<file path="src/rtl/muldiv_pkg.sv">
// muldiv_pkg: shared definitions for the multiply/divide sequencer.
//   - ALU-compatible opcodes accepted by the sequencer
//   - FSM state encoding
//   - default operand width and the resulting command latency
//   - small opcode classification helpers
package muldiv_pkg;

  localparam logic [4:0] OP_DIVU  = 5'd13;
  localparam logic [4:0] OP_MULTU = 5'd14;
  localparam logic [4:0] OP_MULT  = 5'd15;
  localparam logic [4:0] OP_DIV   = 5'd16;

  localparam int MULDIV_WIDTH = 32;
  // WIDTH iteration cycles plus the fix-up/commit cycle
  localparam int MULDIV_LAT   = MULDIV_WIDTH + 1;

  typedef enum logic [1:0] {
    IDLE = 2'd0,
    MUL  = 2'd1,
    DIV  = 2'd2,
    FIX  = 2'd3
  } muldiv_state_t;

  function automatic logic op_valid(input logic [4:0] op);
    return (op == OP_DIVU) || (op == OP_MULTU) || (op == OP_MULT) || (op == OP_DIV);
  endfunction

  function automatic logic op_is_div(input logic [4:0] op);
    return (op == OP_DIVU) || (op == OP_DIV);
  endfunction

  function automatic logic op_is_signed(input logic [4:0] op);
    return (op == OP_MULT) || (op == OP_DIV);
  endfunction

endpackage

</file>
<file path="src/rtl/muldiv_if.sv">
// muldiv_if: command/result bundle between the execute stage and the
// multiply/divide sequencer.
//   master (execute stage): drives start, op, a, b, flush
//                           observes busy, done, div_by_zero, hi, lo
//   slave  (sequencer)    : the mirror image
interface muldiv_if
  import muldiv_pkg::*;
#(
  parameter int WIDTH = MULDIV_WIDTH
);

  logic             start;
  logic [4:0]       op;
  logic [WIDTH-1:0] a;
  logic [WIDTH-1:0] b;
  logic             flush;
  logic             busy;
  logic             done;
  logic             div_by_zero;
  logic [WIDTH-1:0] hi;
  logic [WIDTH-1:0] lo;

  modport master (
    output start, op, a, b, flush,
    input  busy, done, div_by_zero, hi, lo
  );

  modport slave (
    input  start, op, a, b, flush,
    output busy, done, div_by_zero, hi, lo
  );

endinterface

</file>
<file path="src/rtl/muldiv_iter_core.sv">
// muldiv_iter_core: one combinational iteration step of the sequencer.
//   is_div  : 1 = restoring-divide step, 0 = shift-add multiply step
//   acc_in  : current accumulator
//               multiply: {partial product high, remaining multiplier bits}
//               divide  : {partial remainder, remaining dividend / quotient bits}
//   opnd    : multiplicand (multiply) or divisor (divide) magnitude
//   acc_out : accumulator after one step
module muldiv_iter_core
  import muldiv_pkg::*;
#(
  parameter int WIDTH = MULDIV_WIDTH
) (
  input  logic               is_div,
  input  logic [2*WIDTH-1:0] acc_in,
  input  logic [WIDTH-1:0]   opnd,
  output logic [2*WIDTH-1:0] acc_out
);

  logic [WIDTH:0]   mul_sum;
  logic [WIDTH:0]   shifted;
  logic [WIDTH-1:0] diff;
  logic             ge;

  always_comb begin
    // Multiply: add multiplicand when the current multiplier bit is set,
    // then shift the whole accumulator right; the carry lands in the MSB.
    mul_sum = {1'b0, acc_in[2*WIDTH-1:WIDTH]} + (acc_in[0] ? {1'b0, opnd} : '0);

    // Divide: partial remainder grows by one dividend bit, giving a
    // WIDTH+1 bit trial value. The stored remainder is always below the
    // divisor (or is a dividend prefix when the divisor is zero), so the
    // post-subtract value always fits in WIDTH bits.
    shifted = {acc_in[2*WIDTH-1:WIDTH], acc_in[WIDTH-1]};
    ge      = shifted >= {1'b0, opnd};
    diff    = shifted[WIDTH-1:0] - opnd;

    if (is_div) begin
      acc_out = {(ge ? diff : shifted[WIDTH-1:0]), acc_in[WIDTH-2:0], ge};
    end else begin
      acc_out = {mul_sum, acc_in[WIDTH-1:1]};
    end
  end

endmodule

</file>
<file path="src/rtl/muldiv_sequencer.sv">
// muldiv_sequencer: multi-cycle multiply/divide unit owning HI/LO.
//   clk   : clock, rising edge
//   rst_n : asynchronous active-low reset
//   bus   : muldiv_if.slave
//             start/op/a/b : command, sampled only while idle
//             flush        : cancel in-flight work (not in the commit cycle)
//             busy         : operation in progress
//             done         : one-cycle pulse after HI/LO commit
//             div_by_zero  : last committed op was a divide by zero
//             hi/lo        : committed result registers
// Build option: MULDIV_SIGNED_EN - when defined, OP_MULT/OP_DIV are
// two's-complement signed; otherwise they behave as OP_MULTU/OP_DIVU and
// the sign fix-up logic is absent (latency is unchanged).
//
// state | meaning
// IDLE  | waiting for a command
// MUL   | shift-add iterations, WIDTH cycles
// DIV   | restoring-divide iterations, WIDTH cycles
// FIX   | sign fix-up and atomic HI/LO commit, one cycle
module muldiv_sequencer
  import muldiv_pkg::*;
#(
  parameter int WIDTH = MULDIV_WIDTH
) (
  input logic    clk,
  input logic    rst_n,
  muldiv_if.slave bus
);

  localparam int              CNT_W    = $clog2(WIDTH);
  localparam logic [CNT_W-1:0] CNT_LAST = CNT_W'(WIDTH - 1);

  muldiv_state_t      state;
  logic [CNT_W-1:0]   cnt;
  logic [2*WIDTH-1:0] acc;
  logic [2*WIDTH-1:0] acc_step;
  logic [WIDTH-1:0]   opnd;
  logic               op_div;

  logic               busy_q;
  logic               done_q;
  logic               dz_q;
  logic [WIDTH-1:0]   hi_q;
  logic [WIDTH-1:0]   lo_q;

  logic               accept;
  logic               cmd_div;
  logic [WIDTH-1:0]   ld_a;
  logic [WIDTH-1:0]   ld_b;
  logic [WIDTH-1:0]   res_hi;
  logic [WIDTH-1:0]   res_lo;
  logic               res_dz;

`ifdef MULDIV_SIGNED_EN
  logic               neg_main;
  logic               neg_rem;
  logic               cmd_signed;
`endif

  assign cmd_div = op_is_div(bus.op);
  assign accept  = (state == IDLE) && bus.start && !bus.flush && op_valid(bus.op);

  // Operand magnitudes; unsigned ops pass through untouched.
  always_comb begin
    ld_a = bus.a;
    ld_b = bus.b;
`ifdef MULDIV_SIGNED_EN
    if (cmd_signed) begin
      if (bus.a[WIDTH-1]) ld_a = -bus.a;
      if (bus.b[WIDTH-1]) ld_b = -bus.b;
    end
`endif
  end

`ifdef MULDIV_SIGNED_EN
  assign cmd_signed = op_is_signed(bus.op);
`endif

  muldiv_iter_core #(
    .WIDTH (WIDTH)
  ) u_core (
    .is_div  (state == DIV),
    .acc_in  (acc),
    .opnd    (opnd),
    .acc_out (acc_step)
  );

  // Commit values presented during FIX.
  always_comb begin
    res_hi = acc[2*WIDTH-1:WIDTH];
    res_lo = acc[WIDTH-1:0];
    res_dz = op_div && (opnd == '0);
`ifdef MULDIV_SIGNED_EN
    if (op_div) begin
      if (neg_main) res_lo = -acc[WIDTH-1:0];
      if (neg_rem)  res_hi = -acc[2*WIDTH-1:WIDTH];
    end else if (neg_main) begin
      {res_hi, res_lo} = -acc;
    end
`endif
    // Divide by zero: the remainder already equals the original dividend
    // (after sign restore); only the quotient is forced.
    if (res_dz) res_lo = '1;
  end

  always_ff @(posedge clk or negedge rst_n) begin
    if (!rst_n) begin
      state    <= IDLE;
      cnt      <= '0;
      acc      <= '0;
      opnd     <= '0;
      op_div   <= 1'b0;
      busy_q   <= 1'b0;
      done_q   <= 1'b0;
      dz_q     <= 1'b0;
      hi_q     <= '0;
      lo_q     <= '0;
`ifdef MULDIV_SIGNED_EN
      neg_main <= 1'b0;
      neg_rem  <= 1'b0;
`endif
    end else begin
      done_q <= 1'b0;
      case (state)
        IDLE: begin
          if (accept) begin
            // Multiply shifts the multiplier out of the low half; divide
            // shifts the dividend out of the low half.
            acc    <= {{WIDTH{1'b0}}, (cmd_div ? ld_a : ld_b)};
            opnd   <= cmd_div ? ld_b : ld_a;
            op_div <= cmd_div;
            cnt    <= '0;
            busy_q <= 1'b1;
            state  <= cmd_div ? DIV : MUL;
`ifdef MULDIV_SIGNED_EN
            neg_main <= cmd_signed && (bus.a[WIDTH-1] ^ bus.b[WIDTH-1]);
            neg_rem  <= cmd_signed && cmd_div && bus.a[WIDTH-1];
`endif
          end
        end
        MUL, DIV: begin
          if (bus.flush) begin
            state  <= IDLE;
            busy_q <= 1'b0;
          end else begin
            acc <= acc_step;
            cnt <= cnt + 1'b1;
            if (cnt == CNT_LAST) state <= FIX;
          end
        end
        FIX: begin
          hi_q   <= res_hi;
          lo_q   <= res_lo;
          dz_q   <= res_dz;
          done_q <= 1'b1;
          busy_q <= 1'b0;
          state  <= IDLE;
        end
        default: begin
          state  <= IDLE;
          busy_q <= 1'b0;
        end
      endcase
    end
  end

  assign bus.busy        = busy_q;
  assign bus.done        = done_q;
  assign bus.div_by_zero = dz_q;
  assign bus.hi          = hi_q;
  assign bus.lo          = lo_q;

endmodule

</file>
<file path="src/flat_wrapper.sv">
// flat-port wrapper written by rule: the top's interface ports become plain ports
module muldiv_sequencer_flat import muldiv_pkg::*;
#(
  parameter int WIDTH = MULDIV_WIDTH
)
  (clk, rst_n, bus_start, bus_op, bus_a, bus_b, bus_flush, bus_busy, bus_done, bus_div_by_zero, bus_hi, bus_lo);
  muldiv_if #(.WIDTH(WIDTH)) bus_i ();
  input logic clk;
  input logic rst_n;
  input wire logic [$bits(bus_i.start)-1:0] bus_start;
  input wire logic [$bits(bus_i.op)-1:0] bus_op;
  input wire logic [$bits(bus_i.a)-1:0] bus_a;
  input wire logic [$bits(bus_i.b)-1:0] bus_b;
  input wire logic [$bits(bus_i.flush)-1:0] bus_flush;
  output wire logic [$bits(bus_i.busy)-1:0] bus_busy;
  output wire logic [$bits(bus_i.done)-1:0] bus_done;
  output wire logic [$bits(bus_i.div_by_zero)-1:0] bus_div_by_zero;
  output wire logic [$bits(bus_i.hi)-1:0] bus_hi;
  output wire logic [$bits(bus_i.lo)-1:0] bus_lo;
  assign bus_i.start = bus_start;
  assign bus_i.op = bus_op;
  assign bus_i.a = bus_a;
  assign bus_i.b = bus_b;
  assign bus_i.flush = bus_flush;
  assign bus_busy = bus_i.busy;
  assign bus_done = bus_i.done;
  assign bus_div_by_zero = bus_i.div_by_zero;
  assign bus_hi = bus_i.hi;
  assign bus_lo = bus_i.lo;
  muldiv_sequencer #(.WIDTH(WIDTH)) u_core (.clk(clk), .rst_n(rst_n), .bus(bus_i));
endmodule
</file>
<file path="config.mk">
export PLATFORM = sky130hd
export DESIGN_NAME = muldiv_sequencer_flat
export DESIGN_NICKNAME = d
export VERILOG_FILES = /design/src/rtl/muldiv_pkg.sv /design/src/rtl/muldiv_if.sv /design/src/rtl/muldiv_iter_core.sv /design/src/rtl/muldiv_sequencer.sv /design/src/flat_wrapper.sv
export SDC_FILE = /design/constraint.sdc
export NUM_CORES = 1
export LEC_CHECK = 0
export ABC_AREA = 1
export CAP_MARGIN = 5
export CORE_AREA = 3 3 189 191
export DETAILED_ROUTE_END_ITERATION = 7
export DIE_AREA = 0 0 192 194
export GPL_TIMING_DRIVEN = 0
export PLACE_DENSITY = 0.67
export SLEW_MARGIN = 15
export SYNTH_ARGS = -nofsm -noshare
export SYNTH_HDL_FRONTEND = slang
export SYNTH_SLANG_ARGS = --single-unit
</file>
<file path="constraint.sdc">
create_clock -name clk -period 2.85 [get_ports clk]
set_input_delay 0.285 -clock clk [delete_from_list [all_inputs] [get_ports clk]]
set_output_delay 0.285 -clock clk [all_outputs]
set_load 0.01 [all_outputs]
</file>
* Word level (Yosys, flattened, before mapping)
Cells that the tools add are included.
Operators by class: $add $sub $neg 3, eq/ne operators 12, reduce and logical (&&, ||, !) cells 17, order comparisons 1, mux-type cells 21
Operators by type and width (count):
- $mux 64 | 3
- $mux 32 | 5
- $pmux 64 s2 | 1
- $add 32x33->33 | 1
- $ge 33x32->1 | 1
- $logic_not 32->1 | 1
- $sub 32x32->32 | 1
- $eq 5x4->1 const B | 3
- $eq 5x5->1 const B | 2
- $mux 5 | 2
- $pmux 5 s2 | 1
- $mux 2 | 4
- $pmux 2 s3 | 1
- $reduce_and 2->1 | 3
- $add 5x1->5 const B | 1
- $eq 2x2->1 const B | 2
- $logic_and 1x1->1 | 4
- $logic_or 1x1->1 | 4
- $ne 2x2->1 const B | 2
- $mux 1 | 3
- $ne 3x2->1 const B | 1
- $pmux 1 s3 | 1
- $reduce_and 3->1 | 1
- $eq 2x1->1 const B | 1
- 5 further kinds | 5
Storage, ports and cells: input port bits 73, output and inout bits 67, bits in registers 171

* Longest topological paths before layout
depth after elaboration 7, gate-level depth with buffers 20, depth with buffers taken out 18

* By module
Synthesis repeated with hierarchy kept, for this count alone.
Unflattened totals: cells, all modules 2322, area, all modules 14292.5 µm²
Modules (own cells, without submodules):
- muldiv_sequencer | cells each 1049, area an instance 8147.8 µm², times used 1
- muldiv_iter_core | cells each 1273, area an instance 6144.6 µm², times used 1

* Least setup slack after synthesis
No wires, ideal clock.
kind reg-to-reg, start point register u_core.acc[0], end point register u_core.acc[47], path slack 286 ps, arrival 2447 ps, buffers on the path 2, stages on the path, launching flop included 20, cells stage by stage dfrtp_1 > clkbuf_1 > clkbuf_1 > nand2_1 > inv_1 > ha_1 > inv_1 > fa_1 > inv_1 > nand3_1 > nand3_1 > nand2_1 > nand2_1 > nand3_1 > nand3_1 > nand2_1 > o21ai_0 > inv_1 > nand3_1 > nand2_1
Between the ends: longest elaborated chain between the ends 5
RTL lines:
- start: declaration | RTL line muldiv_sequencer.sv:35 | logic [2*WIDTH-1:0] acc;
- start signal: assignment | RTL line muldiv_sequencer.sv:129 | acc <= {{WIDTH{1'b0}}, (cmd_div ? ld_a : ld_b)};
- start signal: assignment | RTL line muldiv_sequencer.sv:146 | acc <= acc_step;
- $mux 32 | RTL line muldiv_iter_core.sv:27 | mul_sum = {1'b0, acc_in[2*WIDTH-1:WIDTH]} + (acc_in[0] ? {1'b0, opnd} : '0);
- $add 32x33->33 | RTL line muldiv_iter_core.sv:27
- $mux 64 | RTL line muldiv_iter_core.sv:37 | if (is_div) begin
- $mux 64 | RTL line muldiv_sequencer.sv:142 | if (bus.flush) begin
- $pmux 64 s2 | RTL line muldiv_sequencer.sv:124 | case (state)
No other way between the ends. The select of a mux whose other input is x is not followed. A chain may end at the register's enable or synchronous reset.

* Worst setup path after layout
start point register u_core.acc[31], end point register u_core.acc[60]
Between the ends: longest elaborated chain between the ends 5, elaborated cells between the ends (all ways) 6, those cells by class add/sub (1); order compare (1); mux (4)
RTL lines:
- $sub 32x32->32 or $ge 33x32->1 (tied branches) | RTL line muldiv_iter_core.sv:35, muldiv_iter_core.sv:34
- $mux 32 (*) | RTL line muldiv_iter_core.sv:38 | acc_out = {(ge ? diff : shifted[WIDTH-1:0]), acc_in[WIDTH-2:0], ge};
- $mux 64 (*) | RTL line muldiv_iter_core.sv:37
- $mux 64 (*) | RTL line muldiv_sequencer.sv:142
- $pmux 64 s2 (*) | RTL line muldiv_sequencer.sv:124
Mark *: on every way between the ends. The rest lies on a longest branch, timed or not. The select of a mux whose other input is x is not followed.

==> impl_metrics.env <==
export IMPL_signal_arrival_time_at_the_worst_endpoint_ps=3070
export IMPL_endpoint_kind="flip-flop"
export IMPL_wl_per_cell_um=18.7
export IMPL_crit_type="reg2reg"
export IMPL_timing_worst_slew_pin_value_ps=954
export IMPL_numPlacedInstances=2760
export IMPL_mappedNetlistNets=2310
export IMPL_detail_route_drc_violations=0
export IMPL_finalCriticalPeriod_ps=2730
export IMPL_place_congestion=0.972
export IMPL_series_of_cell_instances_along_the_critical_path="inv_4, ha_1, inv_1, fa_1, nand3_1, nand3_2, nand2_1, nand2_2, nand2_1, nand2_1, nand3b_1, nand3_1, nand3_1, nand2_1, nand2_1, nand2_1"
export IMPL_reg2reg_from="u_core.acc[31]$_DFFE_PN0P_"
export IMPL_detailed_place_hpwl_um=43200
export IMPL_cpLargestDelayFamily="simple AND/OR/NAND/NOR gates"
export IMPL_synthesis_instances=2165
export IMPL_cpMostUsedCell="sky130_fd_sc_hd__nand2_1"
export IMPL_yosys_most_used_dff="sky130_fd_sc_hd__dfrtp_1"
export IMPL_setup_worst_path_start_class="flip-flop"
export IMPL_cts_made_buffers=17
export IMPL_clk_latency_ps=450
export IMPL_hold_slack_final_ps=400
export IMPL_grt_first_pass_wirelength_um=80200
export IMPL_netlist_top_cell_by_area="sky130_fd_sc_hd__dfrtp_1"
export IMPL_number_of_antenna_repair_diodes=0
export IMPL_die_area_um2=37200
export IMPL_max_cap_violations=0
export IMPL_layoutNonFillerInstCount=2798
export IMPL_vias=14400
export IMPL_p_total_mw=22.1
export IMPL_die_w_um=192
export IMPL_fin_skew_ps=12.6
export IMPL_netlist_top_cells_count="sky130_fd_sc_hd__nand2_1 (706), sky130_fd_sc_hd__inv_1 (341), sky130_fd_sc_hd__nor2_1 (188)"
export IMPL_std_cell_rows=68
export IMPL_proportion_of_synthesized_flip_flops_having_asynchronous_set_or_reset=1.00
export IMPL_clockRootBuffer="sky130_fd_sc_hd__clkbuf_16"
export IMPL_finalNetCount=2475
export IMPL_warnings_from_yosys=0
export IMPL_h_tree_depth=4
export IMPL_synth_sequential_area_ratio=0.314
export IMPL_max_incr_delay_on_cp_ps=440
export IMPL_grt_antenna_before_repair=1
export IMPL_routed_via_density=5.16
export IMPL_number_of_routed_nets_with_antenna_violations=0
export IMPL_first_global_vias=14200
export IMPL_final_layout_size_suffix_gt1_frac=0.0546
export IMPL_portbufs=139
export IMPL_postSynthRegisterBits=171
export IMPL_outcome="finished, final reports clean"
export IMPL_final_max_slew_viol_count=0
export IMPL_core_area_um2=34300
export IMPL_holdCritPathClass="in2async"
export IMPL_timing_max_slew_rel_slack=0.364
export IMPL_r2r_slack_ps=120
export IMPL_synth_top_cell_area_share=0.314
export IMPL_yosysMostFrequentCell="sky130_fd_sc_hd__nand2_1"
export IMPL_post_synth_instance_area_um2=13600
export IMPL_setup_tns_final_ps=0
export IMPL_regToRegEndpoint="u_core.acc[60]$_DFFE_PN0P_"
export IMPL_cts_path_max_buffers=2
export IMPL_cp_max_stage_cell="sky130_fd_sc_hd__fa_1"
export IMPL_worst_r2r_path_depth=16
export IMPL_cts_reportedPaths_clkPinSlew_ps=70
export IMPL_tritoncts_clock_tree="yes"
export IMPL_fmax_ghz=0.367
export IMPL_edff_count_synth=0
export IMPL_leakagePower_nw=8.62
export IMPL_starting_density_of_the_core=0.398
export IMPL_layout_area_overhead_vs_synth_pct=20.3
export IMPL_count_of_pins_on_the_block_boundary=140
export IMPL_numClockSinks=171
export IMPL_path_buf_inv=2
export IMPL_pin_count_of_the_biggest_net_entering_global_routing=88
export IMPL_yosysUniqueCellTypes=49
export IMPL_drt_pass1_iterations=6
export IMPL_violation_count_after_the_first_detailed_route_iteration=1132
export IMPL_cellPowerDensity_nw_per_um2=1340
export IMPL_power_ir_vdd_worst_mv=0.644
export IMPL_worst_endpoint_required_ps=3190
export IMPL_die_y_um=194
export IMPL_drt_wl_total_um=52400
export IMPL_grt_util_all_layers=0.282
export IMPL_critPathMaxFanout=5
export IMPL_synthesis_area_per_instance_um2=6.30
export IMPL_grt_overflow_total=0
export IMPL_synth_area_top_cells="sky130_fd_sc_hd__dfrtp_1 (31%), sky130_fd_sc_hd__nand2_1 (19%), sky130_fd_sc_hd__inv_1 (9.4%)"
export IMPL_setup_violations=0
export IMPL_final_period_utilization=0.957
export IMPL_hold_viol=0
-- state kept, by name (all words and copies together), names as in the netlist --
name and flops:
u_core.acc 64, u_core.bus.hi 32, u_core.bus.lo 32, u_core.opnd 32, u_core.cnt 5, u_core.state 2, u_core.bus.busy 1, u_core.bus.div_by_zero 1
u_core.bus.done 1, u_core.op_div 1
-- metal layers --
layer | GRT usage | part of all wire | vias up
met5 | 0 | 0 | -
met4 | 0.105 | 0.039 | 0
met2 | 0.462 | 0.46 | 426
met1 | 0.374 | 0.44 | 6720
met3 | 0.0445 | 0.055 | 91
li1 | - | - | 7190
-- layout make-up --
cell class | instances | area (µm²)
clock inverters | 12 | 188
plain buffers | 76 | 350
clock buffers | 20 | 437
multi-input cells | 1569 | 7800
inverters | 348 | 1310
well taps | 455 | 569
fillers | 3552 | 17900
flip-flops and latches | 171 | 4280
repair buffers | 147 | 1480
-- how the worst max path moves through the flow --
| stage | from | endpoint | slack, ps | cells past startpoint |
|---|---|---|---|---|
| 3_3_place_gp | rst_n | u_core.bus.hi[11]$_DFFE_PN0P_ | -5530 | 1 |
| 2_1_floorplan | u_core.acc[0]$_DFFE_PN0P_ | u_core.acc[47]$_DFFE_PN0P_ | 290 | 19 |
| 4_1_cts | u_core.acc[31]$_DFFE_PN0P_ | u_core.acc[60]$_DFFE_PN0P_ | 4 | 16 |
| 5_1_grt | u_core.acc[0]$_DFFE_PN0P_ | u_core.acc[53]$_DFFE_PN0P_ | -20 | 18 |
| 6_report | u_core.acc[31]$_DFFE_PN0P_ | u_core.acc[60]$_DFFE_PN0P_ | 120 | 16 |
| 3_5_place_dp | u_core.acc[0]$_DFFE_PN0P_ | u_core.acc[59]$_DFFE_PN0P_ | -740 | 19 |
-- per-stage QoR --
step / area (µm²) / util / setup WS, ps
2_1_floorplan: 13600 / - / 286
3_3_place_gp: 15600 / 0.455 / -5530
3_5_place_dp: 15600 / 0.456 / -743
4_1_cts: 16300 / 0.476 / 4.45
5_1_grt: 16400 / 0.479 / -22.9
6_report: 16400 / 0.479 / 123
-- logic make-up (layout without fill, tap and decap cells) --
family	Yosys count	in the layout	share of synthesized area
muxes	14	14	0.0110
xor gates and xnor gates	21	21	0.0135
adders and majority gates	72	72	0.0671
AOI/OAI and AO/OA	316	316	0.124
DFF	171	171	0.314
and+or+nand+nor	1146	1146	0.351
buffers and inverters	425	603	0.121
-- cell usage in the layout (no fill, tap or decap), drive strengths merged, types with 13 or more instances in the layout --
cell type	count
nand3	163
a21oi	107
ha	70
clkdlybuf4s50	138
xnor2	16
clkbuf	74
inv	350
dfrtp	171
o21ai	152
nand4	35
nor3	13
nand2	716
o22ai	38
buf	30
nor2	201
-- timing repair --
action	in CTS	in global routing
setup endpoints to repair	26	30
pin swaps	0	2
endpoints found under the hold margin	84	0
hold buffers	1	0
setup buffers	2	4
resized for setup	10	32
-- where the power goes --
part | total (mW) | internal, mW | switching [mW]
Clock | 2.56 | 1.48 | 1.08
Sequential | 4.64 | 3.66 | 0.979
Combinational | 14.9 | 5.24 | 9.64
Total | 22.1 | 10.4 | 11.7
Note: power is estimated with default switching activity, not from simulation.
==> patch 1 (same flow settings) <==
The package constant `MULDIV_WIDTH` goes from 32 to 16.
--- a/src/rtl/muldiv_pkg.sv
+++ b/src/rtl/muldiv_pkg.sv
@@ -12,3 +12,3 @@
 
-  localparam int MULDIV_WIDTH = 32;
+  localparam int MULDIV_WIDTH = 16;
   // WIDTH iteration cycles plus the fix-up/commit cycle
Interface: changed (resized bus_a, bus_b, bus_hi and bus_lo); port bits go from 140 to 76. No check against the original RTL was run, so the function may have changed too.
==> patch 1 against the unedited design <==
Global-route usage shrank 16 points; design area shrank 49%; total power shrank 53%; synthesized cell count shrank 54%; area after synthesis shrank 51%; setup slack gained 130 ps; routed wire length shrank 56%; sequential cell count shrank 81; cell count shrank 45%; critical path type unchanged.
==> patch 1: results (changes against the unedited design) <==
Netlist cell types: 44 (-10%)
area of the multi-input gates: 3760 um^2 (-52%)
post-synthesis adder-cell area fraction: 7.49% (+0.78 points)
Worst VDD drop: 393 uV (-39%)
reg2reg end: u_core.acc[31]
inverter count: 136 (-61%)
layout cells sized above 1: 8.22% (+2.8 points)
comb_multi_in: 729 (-54%)
largest net degree at the start of global routing: 61 (-31%)
Total Wirelength: 22.9 mm (-56%)
Post-Synth XOR/XNOR Area: 0.913% (-0.43 points)
clk tree area frac: 3.62% (-0.19 points)
Tmin final: 2600 ps (-128 ps)
fillers: 3778 (+6.4%)
Routed met3 length: 1.50 mm (-48%)
LEAKAGE: 4.10 nW (-52%)
met2 Use GR: 18.8% (-27 points)
Final #Nets: 1159 (-53%)
R2R setup slack: 250 ps (+130 ps)
post-synthesis compound-gate area fraction: 14.6% (+2.2 points)
met1 GRT Util: 17.3% (-20 points)
insertion delay to the later sink of the worst-skew pair: 360 ps (-90 ps)
syn nets: 1072 (-54%)
met3 GRT Util: 2.66% (-1.8 points)
Post-synth top cells: nand2_1, inv_1, dfrtp_1, o21ai_0, nor2_1
max reg flops: 32 (-50%)
Post-CTS Setup Inserts: 0 (-2)
mux share of post-synthesis cell area: 0% (-1.1 points)
minimum hold slack: 425 ps (+25.4 ps)
initial antenna violation count: 0 (-1)
number of non-clock buffers in the layout: 113 (-49%)
placed cell count: 1523 (-45%)
H-tree depth: 3 (-1)
Reg2Reg Launch Point: u_core.acc[0]
total CTS buffers: 9 (-8)
DR iter-0 viols: 450 (-60%)
wire length on met2: 9.97 mm (-59%)
vias in the first global route: 6586 (-54%)
dpl hpwl: 18.3 mm (-58%)
Synth area leaders: dfrtp_1, nand2_1, inv_1
Yosys reg bits: 90 (-47%)
DR vias: 6766 (-53%)
sequential cell area share: 26.9% (+0.84 points)
wire length of the first global-routing pass: 36.1 mm (-55%)
Avg WL per Cell: 14.9 um (-21%)
Post-Route M1 WL: 10.8 mm (-53%)
status: complete, no violations
reg2reg path depth: 19 (+3)
==> patch 1: cell types whose count changed after synthesis, sizes merged, moves of 8 or more <==
| cell | unedited run | this run |
|---|---|---|
| o22ai | 38 | 19 |
| a21oi | 107 | 46 |
| nand4 | 35 | 6 |
| dfrtp | 171 | 90 |
| xnor2 | 16 | 2 |
| inv | 347 | 135 |
| ha | 70 | 37 |
| clkbuf | 55 | 20 |
| nand2 | 716 | 321 |
| mux2 | 8 | 0 |
| o21ai | 152 | 97 |
| nor2 | 201 | 80 |
| nand3 | 163 | 82 |
==> patch 1: power groups by stage <==
stage | Clock, mW | Sequential (mW) | Combinational, mW
floorplan | 0 | 2.34 | 4.50
global placement | 0 | 2.37 | 6.49
detailed placement | 0 | 2.38 | 6.58
CTS | 1.29 | 2.39 | 6.61
global route | 1.35 | 2.47 | 7.44
finish | 1.27 | 2.40 | 6.64
==> patch 1: critical path, cell delays in order, from the launching register on <==
cell and delay, ps:
dfrtp_2 480, clkbuf_2 260, nand2_1 80, inv_1 60, ha_1 160, inv_1 50
fa_1 400, inv_1 160, nand3_1 90, nand2_1 130, nand2_1 90, nand2_1 100
nand2_1 80, nand2_1 80, nand2_1 60, nand2_1 60, nand2_1 50, inv_1 60
nand2_1 50, nand2_1 50
==> patch 1: repair_timing <==
action / in CTS / in global routing
endpoints found under the setup margin: 2 / 6
hold buffers: 1 / 0
endpoints found under the hold margin: 30 / 0
resized for setup: 0 / 2
==> patch 1: per-stage QoR <==
step / setup TNS, ps / cell area, um^2 / total power, mW
finish: 0 / 8370 / 10.3
CTS: 0 / 8370 / 10.3
detailed placement: -161 / 8060 / 8.96
global placement: -170280 / 8040 / 8.86
floorplan: 0 / 6720 / 6.84
global route: 0 / 8370 / 11.3
==> patch 2 (same flow settings) <==
Made on the original files. Encoding of `muldiv_state_t`: now Gray code (2 bits for 4 states).
--- a/src/rtl/muldiv_pkg.sv
+++ b/src/rtl/muldiv_pkg.sv
@@ -17,6 +17,6 @@
   typedef enum logic [1:0] {
-    IDLE = 2'd0,
-    MUL  = 2'd1,
-    DIV  = 2'd2,
-    FIX  = 2'd3
+    IDLE = 2'b00,
+    MUL  = 2'b01,
+    DIV  = 2'b11,
+    FIX  = 2'b10
   } muldiv_state_t;
Function: no difference found for any inputs over 10 cycles, from zero or initial values and one cycle with rst_n low; not proved beyond that.
==> patch 2 against the unedited design <==
Highest routed layer unchanged; first-iteration DRC count fell by 8.5%; routed wire length is essentially flat; design area down 1.2%; the flow now finishes with violations (design-rule violations); critical endpoint is now u_core.acc[49]; critical path depth down 2; total power shrank 27%; synthesized cell count fell by 4.5%; area after synthesis shrank 3.0%; setup slack worse by 13 ps; sequential cell count unchanged.
==> patch 2: results (changes against the unedited design) <==
failing checks: design-rule violations
fillers: 3606 (+1.5%)
gpl congestion: 0.967 (-0.47%)
DRC violations left: 2 (+2)
Critical Path Start: u_core.acc[0]
sequential share of power: 26.4% (+5.4 points)
minimum hold slack: 453 ps (+52.8 ps)
wire length of the first global-routing pass: 80.8 mm (+0.66%)
met1 GRT Util: 37.5% (+0.12 points)
comb_multi_in: 1497 (-4.6%)
slowest CP cell: dfrtp_2
clk tree area frac: 4.04% (+0.23 points)
Post-Synth XOR/XNOR Area: 1.72% (+0.37 points)
DR iter-0 viols: 1036 (-8.5%)
DRT Pass-1 Iters: 8 (+2)
post-synthesis compound-gate area fraction: 14.9% (+2.5 points)
Seq/Total Area, Yosys: 32.3% (+0.98 points)
Post-synth top cells: nand2_1, inv_1, o21ai_0, dfrtp_1, nor2_1
Non-clock buffer share: 11.1% (-0.054 points)
met3 GRT Util: 3.51% (-0.94 points)
Synth area leaders: dfrtp_1, nand2_1, inv_1
clock network power: 2.65 mW (+4%)
dpl hpwl: 42.9 mm (-0.63%)
Psw: 7.79 mW (-33%)
Critical Path AT: 3100 ps (+30 ps)
maximum fanout along the worst path: 10 (+5)
vias in the first global route: 14100 (-0.19%)
Slew @ Worst Pin: 890 ps (-63.6 ps)
status: complete, but fails checks
Worst VDD drop: 468 uV (-27%)
total track usage: 28.2% (about the same)
clock buffer count: 19 (-5.0%)
largest net degree at the start of global routing: 97 (+10%)
[patch 2: routing by layer]
layer / share of wire (%) / vias up
li1: - / 6933
met1: 44 / 6635
met2: 48 / 472
met3: 5.3 / 86
met4: 3.4 / 0
met5: 0 / -
[patch 2: timing repair]
action | CTS | global route
endpoints found under the hold margin | 95 | 0
endpoints found under the setup margin | 30 | 33
hold buffers | 1 | 0
pin swaps | 0 | 8
resized for setup | 17 | 59
buffers inserted | 2 | 2
[patch 2: stage by stage]
stage	utilization (%)	std cells	setup WS [ps]	area, um^2	power, mW
after CTS	46.5	2697	4.08	16000	15.8
after floorplan	-	2068	254	13200	9.65
final	47.3	2699	111	16200	16.2
after global placement	44.3	2662	-5750	15200	13.0
after detailed placement	44.4	2663	-853	15200	13.1
after global routing	47.3	2699	-39.6	16200	17.4
